===== config.mk =====
export PLATFORM = sky130hd
export DESIGN_NAME = id_ex_fwd_stage
export DESIGN_NICKNAME = d
export VERILOG_FILES = /design/src/rtl/id_ex_fwd_stage_pkg.sv /design/src/rtl/id_ex_fwd_stage_fwd_mux.sv /design/src/rtl/id_ex_fwd_stage.sv
export SDC_FILE = /design/constraint.sdc
export NUM_CORES = 1
export LEC_CHECK = 0
export CELL_PAD_IN_SITES_DETAIL_PLACEMENT = 1
export CELL_PAD_IN_SITES_GLOBAL_PLACEMENT = 1
export CORE_MARGIN = 3
export CORE_UTILIZATION = 28
export CTS_CLUSTER_SIZE = 40
export DETAILED_ROUTE_END_ITERATION = 10
export PLACE_DENSITY = 0.8
export SYNTH_ARGS = -nofsm -noshare
export SYNTH_HDL_FRONTEND = slang
export SYNTH_SLANG_ARGS = --single-unit
export TNS_END_PERCENT = 5

===== constraint.sdc =====
create_clock -name clk -period 3.05 [get_ports clk]
set_input_delay 0.305 -clock clk [delete_from_list [all_inputs] [get_ports clk]]
set_output_delay 0.305 -clock clk [all_outputs]
set_load 0.05 [all_outputs]

===== src/rtl/id_ex_fwd_stage_pkg.sv =====
// Shared encodings, decoded-instruction and ID/EX record types, and the
// combinational instruction decoder used by the decode stage.
package id_ex_fwd_stage_pkg;

  // Primary opcodes
  localparam logic [5:0] OP_SPECIAL = 6'b000000;
  localparam logic [5:0] OP_ANDI    = 6'b001100;
  localparam logic [5:0] OP_ORI     = 6'b001101;
  localparam logic [5:0] OP_XORI    = 6'b001110;
  localparam logic [5:0] OP_LUI     = 6'b001111;
  localparam logic [5:0] OP_LW      = 6'b100011;
  localparam logic [5:0] OP_PREF    = 6'b110011;

  // SPECIAL function codes
  localparam logic [5:0] FN_AND  = 6'b100100;
  localparam logic [5:0] FN_OR   = 6'b100101;
  localparam logic [5:0] FN_XOR  = 6'b100110;
  localparam logic [5:0] FN_NOR  = 6'b100111;
  localparam logic [5:0] FN_SLL  = 6'b000000;
  localparam logic [5:0] FN_SRL  = 6'b000010;
  localparam logic [5:0] FN_SRA  = 6'b000011;
  localparam logic [5:0] FN_SLLV = 6'b000100;
  localparam logic [5:0] FN_SRLV = 6'b000110;
  localparam logic [5:0] FN_SRAV = 6'b000111;
  localparam logic [5:0] FN_SYNC = 6'b001111;

  // ALU subtypes and result types
  localparam logic [7:0] EXE_NOP_OP = 8'b00000000;
  localparam logic [7:0] EXE_AND_OP = 8'b00100100;
  localparam logic [7:0] EXE_OR_OP  = 8'b00100101;
  localparam logic [7:0] EXE_XOR_OP = 8'b00100110;
  localparam logic [7:0] EXE_NOR_OP = 8'b00100111;
  localparam logic [7:0] EXE_SLL_OP = 8'b01111100;
  localparam logic [7:0] EXE_SRL_OP = 8'b00000010;
  localparam logic [7:0] EXE_SRA_OP = 8'b00000011;
  localparam logic [7:0] EXE_LW_OP  = 8'b11100011;

  localparam logic [2:0] EXE_RES_NOP        = 3'b000;
  localparam logic [2:0] EXE_RES_LOGIC      = 3'b001;
  localparam logic [2:0] EXE_RES_SHIFT      = 3'b010;
  localparam logic [2:0] EXE_RES_LOAD_STORE = 3'b111;

  typedef struct packed {
    logic [7:0]  aluop;
    logic [2:0]  alusel;
    logic        re1;
    logic        re2;
    logic [31:0] imm1;     // operand 1 when port 1 is not read
    logic [31:0] imm2;     // operand 2 when port 2 is not read
    logic [4:0]  wd;
    logic        wreg;
    logic        is_load;
    logic        invalid;
  } dec_t;

  typedef struct packed {
    logic [7:0]  aluop;
    logic [2:0]  alusel;
    logic [31:0] reg1;
    logic [31:0] reg2;
    logic [4:0]  wd;
    logic        wreg;
    logic        is_load;
    logic [31:0] pc;
    logic        invalid;
  } idex_t;

  function automatic idex_t bubble();
    idex_t b;
    b        = '0;
    b.aluop  = EXE_NOP_OP;
    b.alusel = EXE_RES_NOP;
    return b;
  endfunction

  // Pure function of the instruction word; forwarding is applied elsewhere.
  function automatic dec_t decode(input logic [31:0] inst);
    dec_t        d;
    logic [5:0]  op;
    logic [5:0]  fn;
    logic [15:0] imm;
    op       = inst[31:26];
    fn       = inst[5:0];
    imm      = inst[15:0];
    d        = '0;
    d.aluop  = EXE_NOP_OP;
    d.alusel = EXE_RES_NOP;
    case (op)
      OP_ANDI, OP_ORI, OP_XORI: begin
        d.aluop  = (op == OP_ANDI) ? EXE_AND_OP : (op == OP_ORI) ? EXE_OR_OP : EXE_XOR_OP;
        d.alusel = EXE_RES_LOGIC;
        d.re1    = 1'b1;
        d.imm2   = {16'h0, imm};
        d.wd     = inst[20:16];
        d.wreg   = 1'b1;
      end
      OP_LUI: begin
        d.aluop  = EXE_OR_OP;
        d.alusel = EXE_RES_LOGIC;
        d.re1    = 1'b1;
        d.imm2   = {imm, 16'h0};
        d.wd     = inst[20:16];
        d.wreg   = 1'b1;
      end
      OP_LW: begin
        d.aluop   = EXE_LW_OP;
        d.alusel  = EXE_RES_LOAD_STORE;
        d.re1     = 1'b1;
        d.imm2    = {{16{imm[15]}}, imm};
        d.wd      = inst[20:16];
        d.wreg    = 1'b1;
        d.is_load = 1'b1;
      end
      OP_PREF: ;  // architectural NOP
      OP_SPECIAL: begin
        case (fn)
          FN_AND, FN_OR, FN_XOR, FN_NOR: begin
            d.aluop  = (fn == FN_AND) ? EXE_AND_OP : (fn == FN_OR) ? EXE_OR_OP :
                       (fn == FN_XOR) ? EXE_XOR_OP : EXE_NOR_OP;
            d.alusel = EXE_RES_LOGIC;
            d.re1    = 1'b1;
            d.re2    = 1'b1;
            d.wd     = inst[15:11];
            d.wreg   = 1'b1;
          end
          FN_SLLV, FN_SRLV, FN_SRAV: begin
            d.aluop  = (fn == FN_SLLV) ? EXE_SLL_OP : (fn == FN_SRLV) ? EXE_SRL_OP : EXE_SRA_OP;
            d.alusel = EXE_RES_SHIFT;
            d.re1    = 1'b1;
            d.re2    = 1'b1;
            d.wd     = inst[15:11];
            d.wreg   = 1'b1;
          end
          FN_SLL, FN_SRL, FN_SRA: begin
            // shift amount comes from the sa field, not the register file
            d.aluop  = (fn == FN_SLL) ? EXE_SLL_OP : (fn == FN_SRL) ? EXE_SRL_OP : EXE_SRA_OP;
            d.alusel = EXE_RES_SHIFT;
            d.re2    = 1'b1;
            d.imm1   = {27'b0, inst[10:6]};
            d.wd     = inst[15:11];
            d.wreg   = 1'b1;
          end
          FN_SYNC: ;  // architectural NOP
          default: d.invalid = 1'b1;
        endcase
      end
      default: d.invalid = 1'b1;
    endcase
    return d;
  endfunction

endpackage


===== src/rtl/id_ex_fwd_stage_fwd_mux.sv =====
// Operand source select for one register-file read port: $0 is hard zero,
// otherwise the youngest matching producer wins, else the register file.
module id_fwd_mux
  import id_ex_fwd_stage_pkg::*;
#(
  parameter int NUM_FWD = 2
) (
  input  logic [4:0]            i_addr,
  input  logic [31:0]           i_rf_data,
  input  logic [NUM_FWD-1:0]    i_wreg,
  input  logic [5*NUM_FWD-1:0]  i_wd,
  input  logic [32*NUM_FWD-1:0] i_wdata,
  output logic [31:0]           o_data
);

  // scan oldest to youngest so the lowest-index match is the last to override
  always_comb begin
    o_data = i_rf_data;
    for (int k = NUM_FWD - 1; k >= 0; k--) begin
      if (i_wreg[k] && (i_wd[5*k +: 5] == i_addr)) o_data = i_wdata[32*k +: 32];
    end
    if (i_addr == 5'd0) o_data = 32'h0;
  end

endmodule


===== src/rtl/id_ex_fwd_stage.sv =====
// MIPS32 decode stage with operand forwarding, load-use stall detection,
// built-in ID/EX register and a saturating stall-cycle counter.
module id_ex_fwd_stage
  import id_ex_fwd_stage_pkg::*;
#(
  parameter int NUM_FWD = 2,
  parameter int CNT_W   = 16
) (
  input  logic                  clk,
  input  logic                  rst,
  input  logic                  valid_i,
  input  logic [31:0]           pc_i,
  input  logic [31:0]           inst_i,
  input  logic [31:0]           reg1_data_i,
  input  logic [31:0]           reg2_data_i,
  output logic                  reg1_read_o,
  output logic                  reg2_read_o,
  output logic [4:0]            reg1_addr_o,
  output logic [4:0]            reg2_addr_o,
  input  logic [NUM_FWD-1:0]    fwd_wreg_i,
  input  logic [5*NUM_FWD-1:0]  fwd_wd_i,
  input  logic [32*NUM_FWD-1:0] fwd_wdata_i,
  input  logic                  ex_is_load_i,
  input  logic                  ex_stall_i,
  input  logic                  flush_i,
  output logic                  stallreq_o,
  output logic [7:0]            aluop_o,
  output logic [2:0]            alusel_o,
  output logic [31:0]           reg1_o,
  output logic [31:0]           reg2_o,
  output logic [4:0]            wd_o,
  output logic                  wreg_o,
  output logic                  is_load_o,
  output logic [31:0]           pc_o,
  output logic                  inst_invalid_o,
  output logic [CNT_W-1:0]      stall_cnt_o
);

  dec_t             w_dec;
  logic [31:0]      w_fwd1, w_fwd2;
  logic             w_haz1, w_haz2, w_hazard;
  idex_t            w_cap;
  idex_t            r_idex;
  logic [CNT_W-1:0] r_stall_cnt;

  assign w_dec       = decode(inst_i);
  assign reg1_read_o = w_dec.re1;
  assign reg2_read_o = w_dec.re2;
  assign reg1_addr_o = inst_i[25:21];
  assign reg2_addr_o = inst_i[20:16];

  id_fwd_mux #(.NUM_FWD(NUM_FWD)) u_fwd1 (
    .i_addr(reg1_addr_o), .i_rf_data(reg1_data_i), .i_wreg(fwd_wreg_i),
    .i_wd(fwd_wd_i), .i_wdata(fwd_wdata_i), .o_data(w_fwd1)
  );

  id_fwd_mux #(.NUM_FWD(NUM_FWD)) u_fwd2 (
    .i_addr(reg2_addr_o), .i_rf_data(reg2_data_i), .i_wreg(fwd_wreg_i),
    .i_wd(fwd_wd_i), .i_wdata(fwd_wdata_i), .o_data(w_fwd2)
  );

  // A load in EX has no data yet, so any real dependency on it must wait.
  assign w_haz1     = w_dec.re1 && (reg1_addr_o != 5'd0) && (reg1_addr_o == fwd_wd_i[4:0]);
  assign w_haz2     = w_dec.re2 && (reg2_addr_o != 5'd0) && (reg2_addr_o == fwd_wd_i[4:0]);
  assign w_hazard   = valid_i && ex_is_load_i && fwd_wreg_i[0] && (w_haz1 || w_haz2);
  assign stallreq_o = w_hazard && !ex_stall_i;

  // assemble the record that a normal capture writes into ID/EX
  always_comb begin
    w_cap         = bubble();
    w_cap.aluop   = w_dec.aluop;
    w_cap.alusel  = w_dec.alusel;
    w_cap.reg1    = w_dec.re1 ? w_fwd1 : w_dec.imm1;
    w_cap.reg2    = w_dec.re2 ? w_fwd2 : w_dec.imm2;
    w_cap.wd      = w_dec.wd;
    w_cap.wreg    = w_dec.wreg;
    w_cap.is_load = w_dec.is_load;
    w_cap.pc      = pc_i;
    w_cap.invalid = w_dec.invalid;
  end

  // ID/EX register: flush beats a downstream hold; hazards insert bubbles
  always_ff @(posedge clk) begin
    if (rst)             r_idex <= bubble();
    else if (flush_i)    r_idex <= bubble();
    else if (ex_stall_i) r_idex <= r_idex;
    else if (w_hazard)   r_idex <= bubble();
    else if (valid_i)    r_idex <= w_cap;
    else                 r_idex <= bubble();
  end

  // saturating count of cycles lost to load-use stalls
  always_ff @(posedge clk) begin
    if (rst)                                              r_stall_cnt <= '0;
    else if (!flush_i && stallreq_o && (r_stall_cnt != {CNT_W{1'b1}})) r_stall_cnt <= r_stall_cnt + 1'b1;
  end

  assign aluop_o        = r_idex.aluop;
  assign alusel_o       = r_idex.alusel;
  assign reg1_o         = r_idex.reg1;
  assign reg2_o         = r_idex.reg2;
  assign wd_o           = r_idex.wd;
  assign wreg_o         = r_idex.wreg;
  assign is_load_o      = r_idex.is_load;
  assign pc_o           = r_idex.pc;
  assign inst_invalid_o = r_idex.invalid;
  assign stall_cnt_o    = r_stall_cnt;

endmodule


==> impl_results.md, run 1 <==
* Outcome: finished clean
* # Post-CTS Setup Buffers at 0
* Hold path cells at 2
* Clock buffer depth at 2
* Startpoint types: input port
* Commonest non-fill, non-tap cells in the layout: clkdlybuf4s50_1 (350), dfxtp_1 (129), nand2_1 (107), o21ai_0 (81), a22o_1 (61)
* Vias at 8,200
* CTS tree: built
* Average wire per standard cell at 24.00 µm
* # IOs at 354
* Internal Power at 3.464 mW
* Synth Cell Area at 0.006907 mm²
* Chip height at 163.1 µm
* Fin worst setup slack at 0.1578 ns
* Clock power frac at 0.472
* Cell row count at 56
* DRT Pass-1 Iters at 7
* Port Buf Inserts at 353
* Routed vias/inst at 5.430
* Die area at 0.02659 mm²
* EDFF count, synth at 0
* Proportion of power drawn by flip-flops and latches at 0.367
* Placed cell areas at 0.01105 mm²
* Min Tclk post-route at 2.892 ns
* Warnings from Yosys at 0
* Min-delay worst type: flip-flop to flip-flop
* Total power at 4.645 mW
* DRC at 0
* Critical Path AT at 2.59 ns
* Cell area power density at 397.9 mW/mm²
* Synth async-reset ratio at 0
* Critical path endpoint category: output port
* Largest net degree at the start of global routing at 54
* Yosys reg bits at 129
* GP Congestion at 0.8663
* F_max at 345.8 MHz
* Clock slew at reported path FFs at 0.05 ns
* CTS Buf Count at 17
* Hold Fails Final Rpt at 0
* Post_cts resized at 0
* Syn Nets at 1,041
* WHS at 0.4570 ns
* First-pass GRT wire length at 53.37 mm
* Antenna violations before repair at 3
* Detailed router's first-iteration violation count at 578
* Setup WS pre-CTS at 0.04943 ns
* Root Buffer: clkbuf_16
* Vias in the first global route at 8,389
* Seq/Total Area, Yosys at 0.3739
* Net Sw Power at 1.181 mW
* Final #Nets at 1,385
* Final setup viols at 0
* Unrepaired setup endpoints after global routing: no
* Ys flop type: dfxtp_1
* CP max stage delay at 0.48 ns
* DIE WIDTH at 163.1 µm
* Syn-to-layout area delta at 69.04%
* Tcrit/Tclk final at 0.9483
* Worst VDD drop at 303.2 µV
* Crit-path slowest cell: clkdlybuf4s50_1
* CP cell instances: clkdlybuf4s50_1 > or3b_1 > or3_1 > a32oi_4 > a32oi_2 > nor2_1 > buf_12
* Max-slew headroom at 0.4840
* Max Clock Skew at 0.008310 ns
* DRT Wirelength at 36.24 mm
* Cell count of the worst reg-to-reg path at 6
* Comb power frac at 0.161
* Netlist cell types at 51
* Sw frac at 0.2542
* Post-DRT Antenna Nets at 0
* Design area at 0.01167 mm²
* Syn Area/Cell at 8.321 µm²
* H-tree depth at 4
* Grt ovf at 0
* Max-cap violations at 0
* Starting density of the core at 0.2899
* Half-perimeter wire length after placement at 28.29 mm
* Most common cell after layout, fill and taps aside: clkdlybuf4s50_1
* Core Region at 0.02382 mm²
* Clk sink count at 129
* Share of cells above drive strength 1 at 0.08088
* Fin. max-slew vios at 0
* Clk_lat worst skew at 0.43 ns
* P_leak at 4.063 nW
* Crit-path max FO at 3
* Worst EP required at 2.74 ns
* All-layer global routing usage at 0.2618
* CTS Hold Buffers Added at 0
* Syn Inst Count at 830
* Worst slew pin tran at 0.7740 ns
* CP Class: input port to output port
* Setup TNS at 0 ns
## worst paths after layout
kind | end | slack [ns] | startpoint
worst min-delay path | reg2_o[5] | 0.46 | reg2_o[5]
worst min register to register | reg2_o[5] | 0.46 | reg2_o[5]
worst max register to register | stall_cnt_o[7] | 0.67 | stall_cnt_o[0]
worst max-delay path | stallreq_o | 0.16 | inst_i[31]
## routing by layer
| metal | vias up | global-route usage | wire length [µm] | share of wire |
|---|---|---|---|---|
| met5 | - | 0 | 0 | 0 |
| met2 | 330 | 0.4509 | 18010 | 0.50 |
| met3 | 61 | 0.05732 | 2191 | 0.060 |
| met1 | 4023 | 0.3154 | 14820 | 0.41 |
| met4 | 0 | 0.1088 | 1218 | 0.034 |
| li1 | 3786 | - | - | - |
## layout make-up
| class | count | area, µm² |
|---|---|---|
| inverter | 8 | 30.03 |
| clock buffer | 22 | 454.2 |
| multi-input combinational | 613 | 3950 |
| sequential | 129 | 2582 |
| antenna | 4 | 10.01 |
| timing repair buffer | 405 | 4091 |
| fill | 2730 | 12150 |
| clock inverter | 10 | 157.7 |
| tap | 319 | 399.1 |
## metrics by stage
stage,utilization,cells
3_5_place_dp,0.4640,1474
4_1_cts,0.4897,1506
6_report,0.4901,1510
2_1_floorplan,-,830
5_1_grt,0.4900,1509
3_3_place_gp,0.4640,1474
## registers in the layout (all words and copies together), names as in the netlist
register,flops
wd_o,5
is_load_o,1
pc_o,32
stall_cnt_o,16
wreg_o,1
inst_invalid_o,1
reg1_o,32
alusel_o,2
aluop_o,7
reg2_o,32
## cells in the mapped netlist, types with 2 or more instances
cell        n  area share
nand4_1     4      0.0036
o211ai_1    3      0.0033
nand3_1    56       0.041
nor3_1      3      0.0022
xnor2_1    12       0.015
o31ai_1    13       0.014
a31oi_1    16       0.014
o31a_1      2      0.0025
a32oi_1    17       0.022
buf_2       5      0.0036
inv_1       8      0.0043
a211oi_1   16       0.017
a21o_1      5      0.0054
nand2_1   107       0.058
clkbuf_1   55       0.030
a22oi_1     5      0.0054
o2bb2a_1   15       0.022
nor4_1      3      0.0027
mux2i_1    48       0.070
o21ai_1     2      0.0014
a32o_1      5      0.0072
dfxtp_1   129        0.37
buf_6       2      0.0033
a21oi_1    21       0.015
xor2_1      8       0.010
a22o_1     61       0.077
or3b_1      2      0.0025
nand4b_1    2      0.0025
or2_2       3      0.0027
nor2_1     35       0.019
and4_1      3      0.0038
and3_1      8      0.0072
buf_1       6      0.0033
buf_4      12       0.013
or3_1      22       0.020
o21ai_0    81       0.059
nand2b_1    4      0.0036
or4_1      15       0.016
and2_1      4      0.0036
## power by group through the flow
stage / clock network [mW] / registers (mW) / logic (mW)
final: 2.19 / 1.70 / 0.749
after global routing: 2.29 / 1.70 / 0.790
after CTS: 2.22 / 1.70 / 0.746
after detailed placement: 0 / 1.74 / 0.740
after global placement: 0 / 1.74 / 0.730
after floorplan: 0 / 1.78 / 0.225
## worst max-delay path: cells and delay by family
| family | cells | cell delay [ns] |
|---|---|---|
| AND/OR/NAND/NOR | 3 | 1.19 |
| AO/OA/AOI/OAI | 2 | 0.43 |
| buffers and inverters | 2 | 0.67 |
## logic make-up (layout without fill, tap and decap cells)
group           after synthesis  in the layout  synth area share
xor+xnor                     20             20           0.02536
buf+inv                      88            445           0.05743
fa+ha+maj                     1              1          0.001811
mux                          48             48           0.06957
simple gates                277            277            0.1955
compound gates              267            267            0.2765
flops                       129            129            0.3739
other cells                   0              4                 0
No activity file was read; power rests on OpenSTA's default activity.
==> run 2, diff against run 1 <==
- CORE_MARGIN: 3 -> unset
- RECOVER_POWER: unset -> 50
==> run 2 against run 1 <==
  * Clock-buffer cell count fell by 2
  * Core utilization down 1.2 points
  * Clock power hardly changed
  * Maximum frequency shrank 0.48%
  * Die area shrank 4.8%
  * Highest routed layer is now met5
==> impl_results.md, run 2 (synthesized netlist as in run 1, its figures left out) <==
* Internal Power at 3.416 mW
* Grt ovf at 0
* Clock buffer depth at 2
* Routed vias/inst at 5.465
* Post-DRT Antenna Nets at 0
* Fill cells at 2,806
* Critical Path Most Common Cell: buf_12
* Cell count of the worst reg-to-reg path at 6
* GP Congestion at 0.9313
* Fin. max-slew vios at 0
* F_max at 344.1 MHz
* # Post-CTS Setup Buffers at 0
* Vias in the first global route at 8,428
* DRT Pass-1 Iters at 6
* Crit-path slowest cell: clkdlybuf4s50_1
* Most common cell after layout, fill and taps aside: clkdlybuf4s50_1
* WHS at 0.4470 ns
* Half-perimeter wire length after placement at 27.25 mm
* Clock slew at reported path FFs at 0.06 ns
* FF-to-FF End: stall_cnt_o[6]
* Average wire per standard cell at 23.16 µm
* CTS tree: built
* Max-cap violations at 0
* Core Region at 0.02425 mm²
* CP max stage delay at 0.48 ns
* Clk_lat worst skew at 0.42 ns
* Critical path endpoint category: output port
* Unrepaired setup endpoints after global routing: no
* Min-delay worst type: flip-flop to flip-flop
* Worst EP required at 2.74 ns
* Total power at 4.615 mW
* Crit path from: inst_i[31]
* R2R Setup Slk at 0.67 ns
* DRT Wirelength at 34.84 mm
* CTS Buf Count at 17
* Crit-path max FO at 32
* Share of cells above drive strength 1 at 0.07888
* Sw frac at 0.2598
* Comb power frac at 0.159
* Clk sink count at 129
* Register Area at 0.002582 mm²
* Vias at 8,219
* CP Class: input port to output port
* Max Clock Skew at 0.008020 ns
* Root Buffer: clkbuf_16
* Detailed router's first-iteration violation count at 648
* # IOs at 354
* Worst hold start: wd_o[0]
* Final setup viols at 0
* Worst slew pin tran at 0.7467 ns
* Antenna violations before repair at 2
* CTS Hold Buffers Added at 0
* CP cell instances: clkdlybuf4s50_1 > or3b_1 > or3_1 > a32oi_4 > a32oi_2 > buf_12 > nor2_1 > buf_12
* Util after Layout at 0.4781
* Chip height at 159.1 µm
* Max-slew headroom at 0.5022
* Net Sw Power at 1.199 mW
* Hold path cells at 2
* DRC at 0
* Hold Fails Final Rpt at 0
* Starting density of the core at 0.2848
* Final #Nets at 1,377
* Setup WS pre-CTS at 0.06939 ns
* Tcrit/Tclk final at 0.9529
* Proportion of power drawn by flip-flops and latches at 0.369
* Commonest non-fill, non-tap cells in the layout: clkdlybuf4s50_1 (214), dlygate4sd3_1 (136), dfxtp_1 (129), nand2_1 (107), o21ai_0 (81)
* Critical Path AT at 2.60 ns
* Clock power frac at 0.473
* Startpoint types: input port
* Largest net degree at the start of global routing at 65
* Cell row count at 57
* Area occupied by multi-input gates at 0.003956 mm²
* All-layer global routing usage at 0.2713
* P_leak at 4.467 nW
* R2R Path Start: stall_cnt_o[0]
* Port Buf Inserts at 353
* Min Tclk post-route at 2.906 ns
* First-pass GRT wire length at 52.12 mm
* Worst VDD drop at 269.6 µV
* Endpoint, Worst Hold: wd_o[0]
* Syn-to-layout area delta at 67.84%
* Die area at 0.02530 mm²
* DIE WIDTH at 159.1 µm
* Fin worst setup slack at 0.1437 ns
* Outcome: finished clean
* Cell area power density at 398.1 mW/mm²
* Setup TNS at 0 ns
* H-tree depth at 4
-- run 2: changes by cell type in the layout (fill, tap and decap cells not counted), sizes merged --
cell | previous run | this run
clkinv | 5 | 6
dlygate4sd3 | 0 | 136
buf | 55 | 47
bufinv | 4 | 3
diode | 4 | 1
clkinvlp | 0 | 2
clkdlybuf4s50 | 350 | 214
clkbuf | 22 | 20
-- run 2: power groups by stage --
stage	registers (mW)	clock network, mW	logic, mW
detailed placement	1.74	0	0.725
floorplan	1.78	0	0.225
CTS	1.70	2.21	0.733
global placement	1.74	0	0.716
finish	1.70	2.18	0.732
global route	1.70	2.30	0.770
-- run 2: timing repair --
action                     4_1_cts  5_1_grt
hold endpoints to repair         0        0
resized for setup                0        1
setup endpoints to repair        0        1
-- run 2: worst max-delay path by stage --
stage,slack (ns),cells past startpoint,endpoint
after global placement,0.09,10,reg2_o[31]
final,0.14,8,stallreq_o
after floorplan,0.0004,8,stall_cnt_o[14]
after CTS,0.11,9,stallreq_o
after detailed placement,0.07,9,stall_cnt_o[6]
after global routing,0.06,8,stallreq_o
-- run 2: final cells by class --
cell class	instances	share of cell area
antenna	1	0.0002159
clock inverter	12	0.01338
multi-input combinational	613	0.3413
inverter	8	0.002590
tap	324	0.03497
clock buffer	20	0.04026
timing repair buffer	397	0.3445
sequential	129	0.2228
-- run 2: worst max-delay path, delay by kind of cell --
kind | cells | cell delay, ns
compound gates | 2 | 0.42
buf+inv | 3 | 0.85
simple gates | 3 | 1.02
-- run 2: layer usage --
layer	vias up	track usage	part of all wire	routed length, µm
li1	3768	-	-	-
met4	2	0.1368	0.047	1627
met5	-	0	0.00037	13
met1	4043	0.3201	0.41	14190
met2	326	0.4665	0.49	16980
met3	80	0.05522	0.058	2029
-- run 2: stage by stage --
step	cell area [µm²]	cells
final	11590	1504
after CTS	11580	1503
after floorplan	6907	830
after global placement	10960	1471
after detailed placement	10960	1471
after global routing	11590	1504
